[config.mk]
export PLATFORM = sky130hd
export DESIGN_NAME = mu0_control
export DESIGN_NICKNAME = d
export VERILOG_FILES = /design/src/rtl/mu0_pkg.sv /design/src/rtl/mu0_ctrl_decode.sv /design/src/rtl/mu0_control.sv
export SDC_FILE = /design/constraint.sdc
export NUM_CORES = 1
export LEC_CHECK = 0
export ABC_AREA = 1
export BUFFER_PORTS_ARGS = -buffer_cell sky130_fd_sc_hd__clkbuf_2
export CAP_MARGIN = 20
export CORE_MARGIN = 10
export CORE_UTILIZATION = 54
export DETAILED_ROUTE_END_ITERATION = 12
export GPL_TIMING_DRIVEN = 0
export PLACE_DENSITY = 0.84
export REMOVE_ABC_BUFFERS = 1
export SYNTH_ARGS = -nofsm -noshare
export SYNTH_HDL_FRONTEND = slang
export SYNTH_SLANG_ARGS = --single-unit
[constraint.sdc]
create_clock -name clk -period 3.6 [get_ports clk]
set_input_delay 0.18 -clock clk [delete_from_list [all_inputs] [get_ports clk]]
set_output_delay 0.18 -clock clk [all_outputs]
set_load 0.1 [all_outputs]
[src/rtl/mu0_pkg.sv]
// MU0 control shared definitions: sequencer states, opcodes, ALU selects, control bundle.
// Latency: none (types, constants and pure helper functions only).
// Backpressure: none.
//
// Contents:
//   state_t   - FETCH / EXEC / HALT sequencer state
//   OP_*      - 4-bit opcode values found in IR[15:12]
//   ALU_*     - alufs encodings driven to the datapath ALU
//   ctrl_t    - every datapath control line as one packed bundle
package mu0_pkg;

  typedef enum logic [1:0] {
    ST_FETCH = 2'd0,
    ST_EXEC  = 2'd1,
    ST_HALT  = 2'd2
  } state_t;

  localparam logic [3:0] OP_LDA = 4'h0;
  localparam logic [3:0] OP_STO = 4'h1;
  localparam logic [3:0] OP_ADD = 4'h2;
  localparam logic [3:0] OP_SUB = 4'h3;
  localparam logic [3:0] OP_JMP = 4'h4;
  localparam logic [3:0] OP_JGE = 4'h5;
  localparam logic [3:0] OP_JNE = 4'h6;
  localparam logic [3:0] OP_STP = 4'h7;

  localparam logic [1:0] ALU_B   = 2'b00;
  localparam logic [1:0] ALU_B1  = 2'b01;
  localparam logic [1:0] ALU_ADD = 2'b10;
  localparam logic [1:0] ALU_SUB = 2'b11;

  typedef struct packed {
    logic       mem_req;
    logic       mem_wr;
    logic       asel;
    logic       bsel;
    logic [1:0] alufs;
    logic       acc_ce;
    logic       pc_ce;
    logic       pc_src;
    logic       ir_ce;
    logic       acc_oe;
    logic       halted;
    logic       illegal;
  } ctrl_t;

  // Opcodes whose execute phase is a memory access at IR[11:0].
  function automatic logic is_mem_op(input logic [3:0] op);
    return (op == OP_LDA) || (op == OP_STO) || (op == OP_ADD) || (op == OP_SUB);
  endfunction

  // ALU function used when an ACC-loading opcode completes.
  function automatic logic [1:0] exec_alufs(input logic [3:0] op);
    logic [1:0] fs;
    case (op)
      OP_ADD:  fs = ALU_ADD;
      OP_SUB:  fs = ALU_SUB;
      default: fs = ALU_B;
    endcase
    return fs;
  endfunction

endpackage

[src/rtl/mu0_ctrl_decode.sv]
// MU0 control decode: combinational map from sequencer state and inputs to datapath controls.
// Latency: 0 cycles (pure combinational; outputs follow state, ir_op, flags, mem_ack).
// Backpressure: a memory phase holds its request lines and reports no retire until mem_ack.
//
// Ports:
//   state      in   current sequencer state
//   ir_op      in   IR[15:12]
//   acc_z      in   ACC == 0
//   acc_n      in   ACC[15]
//   mem_ack    in   memory completes the current access
//   ctrl       out  datapath control bundle
//   retire     out  an EXEC phase completes this cycle
//   next_state out  state to load on the next rising edge
module mu0_ctrl_decode
  import mu0_pkg::*;
(
  input  state_t     state,
  input  logic [3:0] ir_op,
  input  logic       acc_z,
  input  logic       acc_n,
  input  logic       mem_ack,
  output ctrl_t      ctrl,
  output logic       retire,
  output state_t     next_state
);

  always_comb begin
    ctrl       = '0;
    retire     = 1'b0;
    next_state = state;

    case (state)
      ST_FETCH: begin
        ctrl.mem_req = 1'b1;
        // Loading IR and stepping PC only in the ack cycle keeps wait
        // cycles free of side effects.
        if (mem_ack) begin
          ctrl.ir_ce  = 1'b1;
          ctrl.pc_ce  = 1'b1;
          ctrl.pc_src = 1'b0;
          ctrl.bsel   = 1'b1;
          ctrl.alufs  = ALU_B1;
          next_state  = ST_EXEC;
        end
      end

      ST_EXEC: begin
        if (is_mem_op(ir_op)) begin
          ctrl.mem_req = 1'b1;
          ctrl.asel    = 1'b1;
          if (ir_op == OP_STO) begin
            ctrl.mem_wr = 1'b1;
            ctrl.acc_oe = 1'b1;
          end
          if (mem_ack) begin
            retire = 1'b1;
            if (ir_op != OP_STO) begin
              ctrl.acc_ce = 1'b1;
              ctrl.bsel   = 1'b0;
              ctrl.alufs  = exec_alufs(ir_op);
            end
          end
        end else begin
          // Everything else finishes in one cycle; mem_ack is ignored here
          // because no request is outstanding.
          retire = 1'b1;
          case (ir_op)
            OP_JMP: begin
              ctrl.pc_ce  = 1'b1;
              ctrl.pc_src = 1'b1;
            end
            OP_JGE: begin
              if (!acc_n) begin
                ctrl.pc_ce  = 1'b1;
                ctrl.pc_src = 1'b1;
              end
            end
            OP_JNE: begin
              if (!acc_z) begin
                ctrl.pc_ce  = 1'b1;
                ctrl.pc_src = 1'b1;
              end
            end
            OP_STP: begin
              ctrl.illegal = 1'b0;
            end
            default: begin
              ctrl.illegal = 1'b1;
            end
          endcase
        end

        if (retire) begin
          next_state = (ir_op == OP_STP) ? ST_HALT : ST_FETCH;
        end
      end

      ST_HALT: begin
        ctrl.halted = 1'b1;
      end

      default: begin
        // Unused encoding: recover by starting a fresh fetch.
        next_state = ST_FETCH;
      end
    endcase
  end

endmodule

[src/rtl/mu0_control.sv]
// MU0 control sequencer top: state register, retired-instruction counter, reset gating.
// Latency: 2 cycles per instruction with zero-wait memory (FETCH 1 + EXEC 1), +1 per wait cycle.
// Backpressure: mem_req/mem_wr/asel/acc_oe hold steady until mem_ack; enables fire only on ack.
//
// Ports:
//   clk, reset                 clock, synchronous active-high reset
//   ir_op, acc_z, acc_n        opcode and accumulator flags from the datapath
//   mem_ack / mem_req, mem_wr  request/acknowledge memory handshake
//   asel, bsel, alufs          address mux, ALU B mux, ALU function
//   acc_ce, pc_ce, pc_src      register loads and PC source
//   ir_ce, acc_oe              IR load, ACC write-data drive
//   halted, illegal            HALT indication, undefined-opcode pulse
//   instr_count                retired instructions, wraps at 2^CNT_W
module mu0_control
  import mu0_pkg::*;
#(
  parameter int CNT_W = 16
) (
  input  logic             clk,
  input  logic             reset,
  input  logic [3:0]       ir_op,
  input  logic             acc_z,
  input  logic             acc_n,
  input  logic             mem_ack,
  output logic             mem_req,
  output logic             mem_wr,
  output logic             asel,
  output logic             bsel,
  output logic [1:0]       alufs,
  output logic             acc_ce,
  output logic             pc_ce,
  output logic             pc_src,
  output logic             ir_ce,
  output logic             acc_oe,
  output logic             halted,
  output logic             illegal,
  output logic [CNT_W-1:0] instr_count
);

  state_t           state;
  state_t           state_nxt;
  ctrl_t            ctrl;
  ctrl_t            ctrl_out;
  logic             retire;
  logic [CNT_W-1:0] cnt;

  mu0_ctrl_decode u_decode (
    .state      (state),
    .ir_op      (ir_op),
    .acc_z      (acc_z),
    .acc_n      (acc_n),
    .mem_ack    (mem_ack),
    .ctrl       (ctrl),
    .retire     (retire),
    .next_state (state_nxt)
  );

  always_ff @(posedge clk) begin
    if (reset) begin
      state <= ST_FETCH;
      cnt   <= '0;
    end else begin
      state <= state_nxt;
      if (retire) begin
        cnt <= cnt + CNT_W'(1);
      end
    end
  end

  // Reset silences every output in the same cycle, which also abandons an
  // access that is mid-wait without waiting for the state register.
  always_comb begin
    ctrl_out = ctrl;
    if (reset) begin
      ctrl_out = '0;
    end
  end

  assign mem_req     = ctrl_out.mem_req;
  assign mem_wr      = ctrl_out.mem_wr;
  assign asel        = ctrl_out.asel;
  assign bsel        = ctrl_out.bsel;
  assign alufs       = ctrl_out.alufs;
  assign acc_ce      = ctrl_out.acc_ce;
  assign pc_ce       = ctrl_out.pc_ce;
  assign pc_src      = ctrl_out.pc_src;
  assign ir_ce       = ctrl_out.ir_ce;
  assign acc_oe      = ctrl_out.acc_oe;
  assign halted      = ctrl_out.halted;
  assign illegal     = ctrl_out.illegal;
  assign instr_count = reset ? '0 : cnt;

endmodule

==> summary.txt, run 1 <==
Synth
  – Post-synth top area share: 0.298
  – Largest cells by area after synthesis: dfxtp_1 30%, nand2_1 16%, nor2_1 12%
  – Syn avg cell area: roughly 5.9 sq um
  – Synth area leader: dfxtp_1
  – Library cells used by synthesis: 26
  – Seq/Total Area, Yosys: 0.298
  – YS warnings: 0
  – Synthesized instance count: between 200 and 250
  – Synthesized area: 0.00121 sq mm
  – Seq cells post-synth: 18

Die
  – Chip Height: 67.4 um
  – DIE AREA: 0.00454 sq mm
  – IO Count: 38
  – Placement row count: 17
  – Die X-Extent: just under 70 um
  – Core Region: 0.00217 sq mm
  – Initial cell density of the core: 0.558

STA
  – Final Setup Violations: 0
  – Worst slew pin tran: 546 ps
  – Fin. max-slew vios: 0
  – Slew Limit Headroom: 0.636
  – Setup TNS: 0 ps
  – RSZ-0062 raised after global routing: false
  – Hold_ws: between 200 and 250 ps
  – Final setup margin: about 1500 ps
  – Max Freq: roughly 480 MHz
  – Final hold viol count: 0
  – Skew final: around 1.3 ps
  – Post-layout min period: roughly 2100 ps
  – Final period util: 0.575

Pwr
  – Worst IR drop on VDD: between 0.2 and 0.3 mV
  – Final Power: slightly below 0.4 mW
  – Lkg Pwr: approximately 0.65 nW
  – Pwr per Cell Area: approximately 270 mW/mm^2

Cells and area
  – Layout Nets: around 250
  – Register area: 360 sq um
  – Post-route cell area: between 0.001 and 0.0015 sq mm
  – Fillers: 222
  – Most common cell after layout, fill and taps aside: nand2_1
  – ANT cells: 0
  – Commonest cells after routing, fill and taps aside: 51 x nand2_1, 40 x nor2_1, 37 x clkbuf_2
  – Ratio of cells with drive above 1 in the final layout: 0.217
  – Area of the multi-input gates: ~690 sq um
  – Util after Layout: 0.659
  – Syn-to-layout area delta: 18.1%
  – Post-route insts no fill: 268

Global route
  – Initial antenna violation count: 0
  – GRT overflow: 0
  – Vias in the first global route: about 1.1k
  – First-pass GRT wire length: 4.67 mm
  – GRT Overall Usage: 0.123
  – Largest net degree at the start of global routing: 31

Clocking
  – TritonCTS clock tree: built
  – Clock sinks: 18
  – H-Tree Depth: 1
  – Max Buffers Root-to-Sink: 2
  – # resized after CTS: 0
  – Clock Latency Late Sink: 280 ps
  – Root buffer cell: clkbuf_4
  – Hold_buf cts: 0
  – Setup Buffers After CTS: 0
  – Clk slew on worst S/H paths: ~100 ps
  – Clock buffer count from CTS: 3

Worst setup path
  – Startpoint types: flip-flop
  – Reg-to-Reg Start: cnt[1]
  – Worst-path fanout max: 4
  – CP required: 3420 ps
  – FF-to-FF path depth: 9
  – Crit path DAT: 1890 ps
  – Crit end category: output port
  – Internal reg-to-reg setup slack: between 2000 and 2500 ps
  – Setup CP Type: reg2out
  – Worst r2r dst: cnt[10]

Route
  – Final ANT Viol Nets: 0
  – Post-DR wirelength/cell: 10.2 um
  – DRC Markers: 0
  – Overall routed net length: around 2.7 mm
  – Vias after detailed routing: 1,308
  – Vias/cell: ~5
  – Drt initial violations: between 80 and 90
  – Drt pass-1 iters: 4

Min path
  – HP Start: ir_op[2]
  – Hold crit path type: in2reg
  – Hold Path Cell Cnt: 3
  – WHS Endpoint: state[1]

Placed design
  – GP Congestion: 0.840
  – Placed cell count: 265
  – I/O Buffers: 37
  – Area of placed instances: between 0.001 and 0.0015 sq mm
  – Detailed Place HPWL: 2.24 mm
  – Worst slack, placed: 1680 ps

Job
  – Max-Cap Viols: 0

Run status
  – Status: finished, final reports clean
-- kinds of logic (layout without fill, tap and decap cells) --
kind of cell / after synthesis / count (layout) / share of synthesized area
AND/OR/NAND/NOR: 120 / 120 / 0.450
flip-flops: 18 / 18 / 0.298
adder cells (fa/ha/maj): 1 / 1 / 0.0103
buffers and inverters: 39 / 74 / 0.129
AO/OA/AOI/OAI: 27 / 27 / 0.113
-- synth_stat cells --
| cell | count |
|---|---|
| and3_1 | 1 |
| nor2_4 | 3 |
| clkinv_4 | 1 |
| nor4_1 | 1 |
| nand2_2 | 1 |
| nor3b_1 | 1 |
| clkbuf_1 | 1 |
| nand2_1 | 51 |
| nor2_1 | 40 |
| nand2_4 | 2 |
| nand3_1 | 10 |
| a21oi_1 | 17 |
| nor2_2 | 2 |
| o21ai_1 | 1 |
| buf_1 | 2 |
| ha_1 | 1 |
| nor3_1 | 2 |
| inv_1 | 31 |
| inv_2 | 2 |
| buf_4 | 1 |
| o22ai_1 | 1 |
| o21ai_0 | 8 |
| dfxtp_1 | 18 |
| nand3_4 | 1 |
| buf_2 | 1 |
| nand4_1 | 5 |
-- how the worst max path moves through the flow --
stage          depth (start not counted)     start  slack, ps       end
4_1_cts                                9  state[0]       1520    acc_ce
3_5_place_dp                           5     reset       1680  alufs[0]
6_report                               9  state[0]       1530    acc_ce
5_1_grt                                9  state[0]       1380    acc_ce
2_1_floorplan                          6  state[0]      -2840    acc_oe
3_3_place_gp                           5     reset       1710  alufs[0]
-- sequential cells by signal, indices dropped and copies added (netlist names) --
name	flops
state	2
cnt	16
-- cell type report --
| class | instances | share of cell area |
|---|---|---|
| flip-flops and latches | 18 | 0.252 |
| well taps | 28 | 0.0245 |
| repair buffers | 37 | 0.129 |
| inverters | 34 | 0.0927 |
| multi-input cells | 148 | 0.486 |
| clock buffers | 3 | 0.0157 |
-- routing by layer --
| metal | track usage | up-vias | share of wire |
|---|---|---|---|
| li1 | - | 713 | - |
| met1 | 0.146 | 558 | 0.45 |
| met2 | 0.200 | 35 | 0.43 |
| met3 | 0.0529 | 2 | 0.11 |
| met4 | 0.0308 | 0 | 0.0051 |
| met5 | 0 | - | 0 |
-- critical path: stages, from the launching register on --
cell and delay (ps):
dfxtp_1 360, inv_2 70, nor2_4 150, inv_1 50, nor2_1 80, inv_1 90, nor2_1 140, nand2_1 80
a21oi_1 120, clkbuf_2 470
-- power by group --
group / leakage (nW) / total (mW) / switching, mW / internal [mW]
registers: 0.145 / 0.204 / 0.00208 / 0.202
logic: 0.488 / 0.0881 / 0.0726 / 0.0155
clock network: 0.0138 / 0.0970 / 0.0582 / 0.0388
total: 0.647 / 0.389 / 0.133 / 0.256
Note: power is estimated with default switching activity, not from simulation.
==> inputs of run 2 (changes only) <==
--- a/config.mk
+++ b/config.mk
@@ -9,10 +9,10 @@
 export BUFFER_PORTS_ARGS = -buffer_cell sky130_fd_sc_hd__clkbuf_2
 export CAP_MARGIN = 20
 export CORE_MARGIN = 10
-export CORE_UTILIZATION = 54
+export CORE_UTILIZATION = 45
 export DETAILED_ROUTE_END_ITERATION = 12
 export GPL_TIMING_DRIVEN = 0
-export PLACE_DENSITY = 0.84
+export PLACE_DENSITY = 0.75
 export REMOVE_ABC_BUFFERS = 1
 export SYNTH_ARGS = -nofsm -noshare
 export SYNTH_HDL_FRONTEND = slang
==> constraint.sdc (replaced) <==
create_clock -name clk -period 1.8 [get_ports clk]
set_input_delay 0.09 -clock clk [delete_from_list [all_inputs] [get_ports clk]]
set_output_delay 0.09 -clock clk [all_outputs]
set_load 0.1 [all_outputs]
==> run 2 against run 1 <==
Critical endpoint unchanged. Global-route usage shrank 0.55 points. Clock skew grew 0.63 ps. Flip-flop and latch count stayed put. Routed wire length rose by 13%. Via count is 1.5% higher. Final area increased by 6.3%. Critical path depth unchanged. Hold slack got worse by 120 ps. Total power is 120% higher. Sequential share of layout area decreased by 1.4 points. Sequential power grew 100%. Setup slack got worse by 1500 ps.
==> summary.txt, run 2 (synthesis gave the netlist of run 1 again) <==
Run status
  – Status: finished, final reports clean

Cells and area
  – Commonest cells after routing, fill and taps aside: 50 x nand2_1, 37 x nor2_1, 29 x inv_1, 29 x clkbuf_2, 17 x dfxtp_1
  – Register area: 362 sq um (+0.35%)
  – Number of flip-flops in the largest register: 16 (unchanged)
  – ANT cells: 0 (unchanged)
  – Post-route cell area: 0.00152 sq mm (+6.3%)
  – Layout Nets: 254 (+0.79%)
  – Largest regs: cnt (16), state (2)
  – Most common cell after layout, fill and taps aside: nand2_1
  – Ratio of cells with drive above 1 in the final layout: 0.263 (+0.0467)
  – Fillers: 269 (+21%)
  – Syn-to-layout area delta: 25.5%
  – Area of the multi-input gates: 714 sq um (+2.9%)
  – Biggest register: cnt

Route
  – DRC Markers: 0 (unchanged)
  – Drt initial violations: 116 (+33%)
  – Drt pass-1 iters: 5 (+1)
  – Overall routed net length: 3.09 mm (+13%)
  – Post-DR wirelength/cell: 11.3 um (+11%)
  – Final ANT Viol Nets: 0 (unchanged)
  – Vias/cell: 4.86 (-0.33%)
  – Vias after detailed routing: 1,328 (+1.5%)

Global route
  – Initial antenna violation count: 0 (unchanged)
  – First-pass GRT wire length: 5.21 mm (+12%)
  – Largest net degree at the start of global routing: 31 (unchanged)
  – GRT overflow: 0 (unchanged)
  – Vias in the first global route: 1,239 (+12%)
  – GRT Overall Usage: 0.118 (-0.00545)

Job
  – Max-Cap Viols: 0 (unchanged)

Clocking
  – Clock Latency Late Sink: 300 ps (+20 ps)
  – H-Tree Depth: 1 (unchanged)
  – Max Buffers Root-to-Sink: 2 (unchanged)
  – Clock buffer count from CTS: 3 (unchanged)
  – Clock sinks: 18 (unchanged)
  – Hold_buf cts: 0 (unchanged)
  – Root buffer cell: clkbuf_4
  – Clk slew on worst S/H paths: 110 ps (about the same)
  – TritonCTS clock tree: built

Pwr
  – P_int: 0.565 mW (+120%)
  – Switching Fraction: 0.341 (-0.000748)
  – Flop pwr share: 0.476 (-0.048)
  – Comb power frac: 0.221 (-0.005)
  – Worst IR drop on VDD: 0.451 mV (+77%)
  – Clock power share: 0.303 (+0.054)
  – Final Power: 0.858 mW (+120%)
  – Switch Pwr: 0.292 mW (+120%)
  – Pwr per Cell Area: 564 mW/mm^2 (+110%)
  – Lkg Pwr: 0.667 nW (+3.1%)

Die
  – Placement row count: 18 (+1)
  – IO Count: 38 (unchanged)
  – Core Region: 0.00252 sq mm (+16%)
  – DIE AREA: 0.00517 sq mm (+14%)
  – Initial cell density of the core: 0.480 (-0.0781)
  – Chip Height: 71.9 um (+6.7%)
  – Die X-Extent: 71.9 um (+6.7%)

Worst setup path
  – Worst r2r dst: cnt[10]
  – CP required: 1710 ps (-1710 ps)
  – Internal reg-to-reg setup slack: 430 ps (-1840 ps)
  – Worst-path fanout max: 4 (unchanged)
  – Setup CP Type: reg2out
  – Reg-to-Reg Start: state[0]
  – Crit path DAT: 1650 ps (-240 ps)
  – Startpoint types: flip-flop
  – Worst setup path startpoint: state[0]
  – Crit end category: output port
  – FF-to-FF path depth: 11 (+2)

Min path
  – WHS Endpoint: state[1]
  – Hold crit path type: in2reg
  – Hold Path Cell Cnt: 3 (unchanged)
  – HP Start: ir_op[2]

STA
  – RSZ-0062 raised after global routing: true
  – Max Freq: 576 MHz
  – Worst slew pin tran: 548 ps (+2.55 ps)
  – Final period util: 0.964
  – Final Setup Violations: 0 (unchanged)
  – Fin. max-slew vios: 0 (unchanged)
  – Final hold viol count: 0 (unchanged)
  – Post-layout min period: about 1700 ps
  – Slew Limit Headroom: 0.634 (-0.00170)
  – Skew final: 1.94 ps (+0.628 ps)

Placed design
  – Detailed Place HPWL: 2.31 mm (+3.4%)
  – I/O Buffers: 37 (unchanged)
  – GP Congestion: 0.813 (-3.3%)
  – Area of placed instances: 0.00141 sq mm (+0.18%)
## run 2: changes by cell type in the layout (fill, tap and decap cells not counted), sizes merged
cell,delta
buf,+7
inv,-1
clkinvlp,+1
clkbuf,-4
## run 2: worst max-delay path by stage
stage | end | slack (ps) | cells past startpoint
floorplan | acc_oe | -4550 | 6
global placement | alufs[0] | 40 | 5
finish | acc_ce | 60 | 9
detailed placement | alufs[0] | 40 | 5
global route | acc_oe | -50 | 7
CTS | acc_oe | -80 | 7
## run 2: area by class of cell
cell class | instances | share of cell area
Clock buffer | 4 | 0.0239
Inverter | 34 | 0.0897
Multi-Input combinational cell | 148 | 0.470
Sequential cell | 18 | 0.238
Tap cell | 30 | 0.0247
Timing Repair Buffer | 39 | 0.154
## run 2: repair_timing
action                                  CTS  global route
pin swaps                                 0             1
resized for setup                         7            17
endpoints found under the setup margin    5             9
setup buffers                             0             2
hold endpoints to repair                  0             0
## run 2: power by group through the flow
stage / Clock, mW / Combinational [mW] / Sequential (mW)
floorplan: 0 / 0.135 / 0.416
global placement: 0 / 0.178 / 0.417
CTS: 0.267 / 0.179 / 0.408
detailed placement: 0 / 0.178 / 0.417
finish: 0.260 / 0.189 / 0.408
global route: 0.289 / 0.204 / 0.410
## run 2: critical path: stages (launching register included)
cell     delay (ps)
dfxtp_2         350
inv_2            60
nor2_4          140
inv_1            60
nor2_2           90
inv_2            70
nor2_2          110
nand2_2          80
a21oi_2         170
buf_12          200
## run 2: through the flow
step	hold slack [ps]	TNS (ps)	util	std cells	worst slack [ps]
finish	84.0	0	0.603	273	64.8
global route	85.0	-142	0.603	273	-46.7
CTS	75.4	-181	0.583	271	-79.4
detailed placement	411	0	0.559	267	42.9
global placement	411	0	0.559	267	38.4
floorplan	159	-15350	-	200	-4550
## run 2: per-layer routing
layer / global-route usage / part of all wire / vias up / wire [um]
met4: 0.0215 / 0.0058 / 0 / 18
met3: 0.0455 / 0.049 / 4 / 150
li1: - / - / 715 / -
met5: 0 / 0 / - / 0
met1: 0.138 / 0.48 / 584 / 1480
met2: 0.199 / 0.47 / 25 / 1440
